**config.mk**
```make
export PLATFORM = sky130hd
export DESIGN_NAME = seq_div4
export DESIGN_NICKNAME = d
export VERILOG_FILES = /design/src/rtl/seq_div4_pkg.sv /design/src/rtl/seq_div4_step.sv /design/src/rtl/seq_div4.sv
export SDC_FILE = /design/constraint.sdc
export NUM_CORES = 1
export LEC_CHECK = 0
export BUFFER_PORTS_ARGS = -buffer_cell sky130_fd_sc_hd__buf_2
export CAP_MARGIN = 20
export CORE_ASPECT_RATIO = 0.6
export CORE_MARGIN = 3
export CORE_UTILIZATION = 50
export CTS_CLUSTER_DIAMETER = 50
export CTS_CLUSTER_SIZE = 20
export DETAILED_ROUTE_END_ITERATION = 10
export PLACE_DENSITY = 0.68
export SYNTH_ARGS = -nofsm -noshare
export SYNTH_HDL_FRONTEND = slang
export SYNTH_SLANG_ARGS = --single-unit
export TNS_END_PERCENT = 5
```
**constraint.sdc**
```tcl
create_clock -name clk -period 2.6 [get_ports clk]
set_input_delay 0.78 -clock clk [delete_from_list [all_inputs] [get_ports clk]]
set_output_delay 0.78 -clock clk [all_outputs]
set_load 0.02 [all_outputs]
```
**src/rtl/seq_div4_pkg.sv**
```systemverilog
// Shared definitions for the seq_div4 sequential divider: FSM states,
// iteration count and the divide-by-zero quotient pattern.
package seq_div4_pkg;

  typedef enum logic [1:0] {
    S_IDLE = 2'd0,
    S_CALC = 2'd1,
    S_DONE = 2'd2
  } state_e;

  localparam int ITER_CNT = 8;
  localparam int CNT_W    = 3;
  localparam logic [7:0] DBZ_QUOTIENT = 8'hFF;

endpackage

```
**src/rtl/seq_div4_step.sv**
```systemverilog
// One combinational restoring-division step: shift in one dividend bit,
// trial-subtract the divisor, keep the difference only if it is non-negative.
module seq_div4_step #(
  parameter int DVR_W = 4
) (
  input  logic [DVR_W:0]   pr_in,
  input  logic             bit_in,
  input  logic [DVR_W-1:0] divisor,
  output logic [DVR_W:0]   pr_out,
  output logic             q_bit
);

  logic [DVR_W+1:0] trial;
  logic [DVR_W+1:0] diff;

  always_comb begin
    trial  = {pr_in, bit_in};
    diff   = trial - {2'b00, divisor};
    // The top bit of diff is the borrow: set means the subtraction went negative.
    q_bit  = ~diff[DVR_W+1];
    pr_out = q_bit ? diff[DVR_W:0] : trial[DVR_W:0];
  end

endmodule

```
**src/rtl/seq_div4.sv**
```systemverilog
// Sequential restoring radix-2 divider, one quotient bit per cycle.
// Optional signed (truncate-toward-zero) operation with SEQ_DIV4_SIGNED_EN.
module seq_div4
  import seq_div4_pkg::*;
#(
  parameter int DVD_W = 8,
  parameter int DVR_W = 4
) (
  input  logic             clk,
  input  logic             rst_n,
  input  logic             start,
  input  logic [DVD_W-1:0] dividend,
  input  logic [DVR_W-1:0] divisor,
`ifdef SEQ_DIV4_SIGNED_EN
  input  logic             signed_mode,
`endif
  output logic             busy,
  output logic             done,
  output logic [DVD_W-1:0] quotient,
  output logic [DVR_W-1:0] remainder,
  output logic             dbz
);

  state_e           state_q, state_d;
  logic [CNT_W-1:0] cnt_q, cnt_d;
  logic [DVD_W-1:0] dq_q, dq_d;
  logic [DVR_W:0]   pr_q, pr_d;
  logic [DVR_W-1:0] dvr_q, dvr_d;
  logic             busy_q, busy_d;
  logic             done_q, done_d;
  logic             dbz_q, dbz_d;
  logic [DVD_W-1:0] quo_q, quo_d;
  logic [DVR_W-1:0] rem_q, rem_d;
`ifdef SEQ_DIV4_SIGNED_EN
  logic             neg_quo_q, neg_quo_d;
  logic             neg_rem_q, neg_rem_d;
`endif

  logic [DVR_W:0]   pr_nxt;
  logic             q_bit;
  logic [DVD_W-1:0] quo_raw;
  logic [DVR_W-1:0] rem_raw;

`ifdef SEQ_DIV4_SIGNED_EN
  function automatic logic [DVD_W-1:0] abs_dvd(input logic [DVD_W-1:0] v, input logic en);
    return (en && v[DVD_W-1]) ? -v : v;
  endfunction

  function automatic logic [DVR_W-1:0] abs_dvr(input logic [DVR_W-1:0] v, input logic en);
    return (en && v[DVR_W-1]) ? -v : v;
  endfunction
`endif

  seq_div4_step #(.DVR_W(DVR_W)) u_step (
    .pr_in   (pr_q),
    .bit_in  (dq_q[DVD_W-1]),
    .divisor (dvr_q),
    .pr_out  (pr_nxt),
    .q_bit   (q_bit)
  );

  // dq_q shifts the dividend out of its MSB while quotient bits enter at the LSB.
  always_comb begin
    quo_raw   = {dq_q[DVD_W-2:0], q_bit};
    rem_raw   = pr_nxt[DVR_W-1:0];
    state_d   = state_q;
    cnt_d     = cnt_q;
    dq_d      = dq_q;
    pr_d      = pr_q;
    dvr_d     = dvr_q;
    busy_d    = busy_q;
    done_d    = 1'b0;
    dbz_d     = dbz_q;
    quo_d     = quo_q;
    rem_d     = rem_q;
`ifdef SEQ_DIV4_SIGNED_EN
    neg_quo_d = neg_quo_q;
    neg_rem_d = neg_rem_q;
`endif
    case (state_q)
      S_IDLE: begin
        if (start) begin
          pr_d  = '0;
          cnt_d = '0;
`ifdef SEQ_DIV4_SIGNED_EN
          dq_d      = abs_dvd(dividend, signed_mode);
          dvr_d     = abs_dvr(divisor, signed_mode);
          neg_quo_d = signed_mode & (dividend[DVD_W-1] ^ divisor[DVR_W-1]);
          neg_rem_d = signed_mode & dividend[DVD_W-1];
`else
          dq_d  = dividend;
          dvr_d = divisor;
`endif
          if (divisor == '0) begin
            // Keep the raw dividend so its low bits can be reported as the remainder.
            dq_d    = dividend;
            dvr_d   = '0;
            state_d = S_DONE;
          end else begin
            busy_d  = 1'b1;
            state_d = S_CALC;
          end
        end
      end
      S_CALC: begin
        dq_d  = quo_raw;
        pr_d  = pr_nxt;
        cnt_d = cnt_q + CNT_W'(1);
        if (cnt_q == CNT_W'(ITER_CNT - 1)) begin
`ifdef SEQ_DIV4_SIGNED_EN
          quo_d = neg_quo_q ? -quo_raw : quo_raw;
          rem_d = neg_rem_q ? -rem_raw : rem_raw;
`else
          quo_d = quo_raw;
          rem_d = rem_raw;
`endif
          busy_d  = 1'b0;
          done_d  = 1'b1;
          dbz_d   = 1'b0;
          state_d = S_DONE;
        end
      end
      S_DONE: begin
        // A zero divisor reaches DONE without iterating; publish its result here.
        if (dvr_q == '0) begin
          quo_d  = DVD_W'(DBZ_QUOTIENT);
          rem_d  = dq_q[DVR_W-1:0];
          dbz_d  = 1'b1;
          done_d = 1'b1;
        end
        state_d = S_IDLE;
      end
      default: state_d = S_IDLE;
    endcase
  end

  always_ff @(posedge clk) begin
    if (!rst_n) begin
      state_q <= S_IDLE;
      cnt_q   <= '0;
      busy_q  <= 1'b0;
      done_q  <= 1'b0;
      dbz_q   <= 1'b0;
      quo_q   <= '0;
      rem_q   <= '0;
    end else begin
      state_q <= state_d;
      cnt_q   <= cnt_d;
      busy_q  <= busy_d;
      done_q  <= done_d;
      dbz_q   <= dbz_d;
      quo_q   <= quo_d;
      rem_q   <= rem_d;
    end
    dq_q  <= dq_d;
    pr_q  <= pr_d;
    dvr_q <= dvr_d;
`ifdef SEQ_DIV4_SIGNED_EN
    neg_quo_q <= neg_quo_d;
    neg_rem_q <= neg_rem_d;
`endif
  end

  assign busy      = busy_q;
  assign done      = done_q;
  assign dbz       = dbz_q;
  assign quotient  = quo_q;
  assign remainder = rem_q;

endmodule

```
==> run metrics <==
Post-Syn Area=1920 µm²; total CTS buffers=5; remaining antenna violation count=0; Post-CTS Setup Repair Bufs=0; worst r2r path cells=7; peak clock frequency supported by timing=446 MHz; Static Leakage=0.932 nW; vias after detailed routing=1493; setup slack on the worst flop-to-flop path=0.36 ns; clock tree from TritonCTS=done; overall routing resource usage=19.0%; number of I/O pins=30; total length of routed wires=4.12 mm; Max rail drop VDD=375 µV; WHS Endpoint=cnt_q[2]; run status=completed; FF+latch area=911 µm²; count of port buffers added during placement=29; number of register bits inferred by synthesis=37; floorplan row count=16; detailed placer's ending HPWL=3.06 mm; share of the clock period used by the worst path=86.3%; chip height=53.9 µm; global-route wire length before repair=6.61 mm; global route total overflow=0; Area Growth Syn to Fin=15.7%; number of enable-type register cells in the synthesized netlist=17; Worst Setup End Kind=register; antenna violations before repair=0; sort of element at the start of the critical path=register; number of buffers inserted by hold repair at cts=0; CORE AREA=3460 µm²; die footprint=4630 µm²; number of pins exceeding their max-slew limit in the final report=0; largest fanout on the critical path=6; post-DR vias/cell=5.76; first-iteration detailed-routing DRC count=53; H-tree levels=2; transition time at the pin with the least slew margin=0.687 ns; Clock Sinks=37; DRC=0; launching point of the worst reg2reg path=pr_q[1]; count of antenna diodes in the layout=0; net count after synthesis=207; clock slew at reported path FFs=0.08 ns; main flop type after synthesis=sky130_fd_sc_hd__dfxtp_1; RSZ-0062 raised after global routing=false; Cells after Synth=182; total power density per cell area=816 nW/µm²; final number of hold-violating endpoints=0; Fin Clk Skew=0.00444 ns; WL per Instance=15.9 µm; Pre-Repair DR Iteration Count=4; mean instance size in the synthesized netlist=10.5 µm²; aggregate negative setup slack=0 ns; worst min-delay path startpoint=cnt_q[2]; portion of the post-synthesis area used by sequential elements=47.6%; deepest clock path buffer count=2; Die Span X=85.9 µm; later-pin clock latency in the skew report=0.28 ns; CTS root buffer=sky130_fd_sc_hd__clkbuf_8; vias in the first global route=1400; max-capacitance violation count=0; count of cells resized by post-cts repair=0; critical path start-end classification=register to register; kind of path behind the tightest hold check=register to register; Period minus WS final=2.24 ns; layout cell share with drive strength beyond 1=31.8%; asr flop ratio synth=0%; Hold Path Stages=2; Reg2Reg Capture Point=remainder[2]; Fillers=283; area of combinational cells with multiple inputs=913 µm²; layout net count=238; total setup violations reported at the end of the flow=0; required time worst endpoint=2.80 ns; largest net degree at the start of global routing=26; total of warnings raised by yosys=0; final RePlAce weighted congestion=0.847; Synth cell types=49; starting utilization of the core area=55.3%; tightest slew margin relative to the limit=53.9%; Worst EP arrival=2.45 ns; hold slack=0.505 ns
==> cell families (layout without fill, tap and decap cells) <==
logic type,count (synthesis),after routing,synth area share (%)
xor gates and xnor gates,1,1,0.457
DFF,37,37,47.6
adders and majority gates,10,10,6.92
muxes,11,11,6.27
buffers and inverters,22,54,4.77
AOI/OAI and AO/OA,42,42,17.8
and+or+nand+nor,59,59,16.2
==> cells in the final DEF (no fill, tap or decap), types with 2 or more instances in the layout <==
cell type                  Yosys  routed
sky130_fd_sc_hd__nand2_1      17      17
sky130_fd_sc_hd__mux2_2        8       8
sky130_fd_sc_hd__mux2i_1       3       3
sky130_fd_sc_hd__a21oi_1      11      11
sky130_fd_sc_hd__nor2b_1       3       3
sky130_fd_sc_hd__buf_4         0       7
sky130_fd_sc_hd__o221ai_1      2       2
sky130_fd_sc_hd__dfxtp_1      20      20
sky130_fd_sc_hd__nor4_1        2       2
sky130_fd_sc_hd__a211oi_1      2       2
sky130_fd_sc_hd__nand3_1       8       8
sky130_fd_sc_hd__o21ai_0       3       3
sky130_fd_sc_hd__edfxtp_1     17      17
sky130_fd_sc_hd__nor2_1       10      10
sky130_fd_sc_hd__inv_1         9       9
sky130_fd_sc_hd__nor3_1        3       3
sky130_fd_sc_hd__ha_1          9       9
sky130_fd_sc_hd__a211oi_2      2       2
sky130_fd_sc_hd__clkbuf_8      0       7
sky130_fd_sc_hd__buf_2         1      29
sky130_fd_sc_hd__a32oi_1       2       2
sky130_fd_sc_hd__o221a_2       6       6
sky130_fd_sc_hd__nand2b_1      5       5
sky130_fd_sc_hd__a221oi_1      3       3
==> sequential cells by signal, summed over array words and instances (netlist names) <==
register	count
quotient	8
cnt_q	3
dvr_q	4
done	1
busy	1
dq_q	8
state_q	2
remainder	4
dbz	1
pr_q	5
==> layout make-up <==
class | instances | area share, %
flip-flops and latches | 37 | 41.1
well taps | 45 | 2.54
inverters | 10 | 1.69
clock buffers | 7 | 4.35
clock inverters | 1 | 0.226
multi-input cells | 123 | 41.2
repair buffers | 36 | 8.92
==> worst max path at each step <==
stage	cells after the start	from	slack, ns	endpoint
after floorplan	7	pr_q[1]	0.62	pr_q[0]
after global placement	7	pr_q[1]	0.48	remainder[2]
after detailed placement	8	dvr_q[2]	0.39	remainder[2]
after CTS	8	dvr_q[2]	0.37	remainder[2]
after global routing	8	dvr_q[2]	0.20	remainder[2]
final	7	pr_q[1]	0.36	remainder[2]
==> stage by stage <==
step                power (mW)  std cells  utilization, %  instance area, µm²  worst slack (ns)
floorplan                 1.21        182               -                1920             0.618
global placement          1.35        251            61.1                2120             0.479
detailed placement        1.37        251            61.1                2120             0.391
CTS                       1.81        259            64.0                2220             0.368
finish                    1.81        259            64.0                2220             0.356
global route              1.91        259            64.0                2220             0.200
==> per-layer routing <==
layer | track usage, % | vias to the layer above | part of all wire (%)
met5 | 0 | - | 0
met4 | 5.26 | 0 | 0.39
met3 | 4.89 | 2 | 6.0
met2 | 30.9 | 41 | 47
met1 | 25.5 | 712 | 47
li1 | - | 738 | -
==> power breakdown <==
part	total (mW)	switching, mW	internal (mW)
clock network	0.447	0.207	0.240
registers	0.794	0.0678	0.726
logic	0.567	0.322	0.245
==> critical path: stages, from the launching register on <==
cell and delay (ns):
sky130_fd_sc_hd__edfxtp_1 0.43, sky130_fd_sc_hd__ha_1 0.39, sky130_fd_sc_hd__nand3b_1 0.15, sky130_fd_sc_hd__a21bo_2 0.24
sky130_fd_sc_hd__a211oi_2 0.43, sky130_fd_sc_hd__buf_4 0.24, sky130_fd_sc_hd__o211ai_1 0.10, sky130_fd_sc_hd__a21oi_1 0.18
==> synth_stat cells (3+ instances only) <==
library cell / n / area [µm²]
sky130_fd_sc_hd__dfxtp_1: 20 / 400
sky130_fd_sc_hd__a221oi_1: 3 / 26.3
sky130_fd_sc_hd__ha_1: 9 / 113
sky130_fd_sc_hd__mux2_2: 8 / 90.1
sky130_fd_sc_hd__inv_1: 9 / 33.8
sky130_fd_sc_hd__nand2b_1: 5 / 31.3
sky130_fd_sc_hd__o21ai_0: 3 / 15.0
sky130_fd_sc_hd__nor3_1: 3 / 15.0
sky130_fd_sc_hd__clkbuf_1: 10 / 37.5
sky130_fd_sc_hd__nor2b_1: 3 / 18.8
sky130_fd_sc_hd__nand2_1: 17 / 63.8
sky130_fd_sc_hd__mux2i_1: 3 / 30.0
sky130_fd_sc_hd__a21oi_1: 11 / 55.1
sky130_fd_sc_hd__nand3_1: 8 / 40.0
sky130_fd_sc_hd__o221a_2: 6 / 67.6
sky130_fd_sc_hd__edfxtp_1: 17 / 510
sky130_fd_sc_hd__nor2_1: 10 / 37.5
Power figures use the tool's default switching activity.
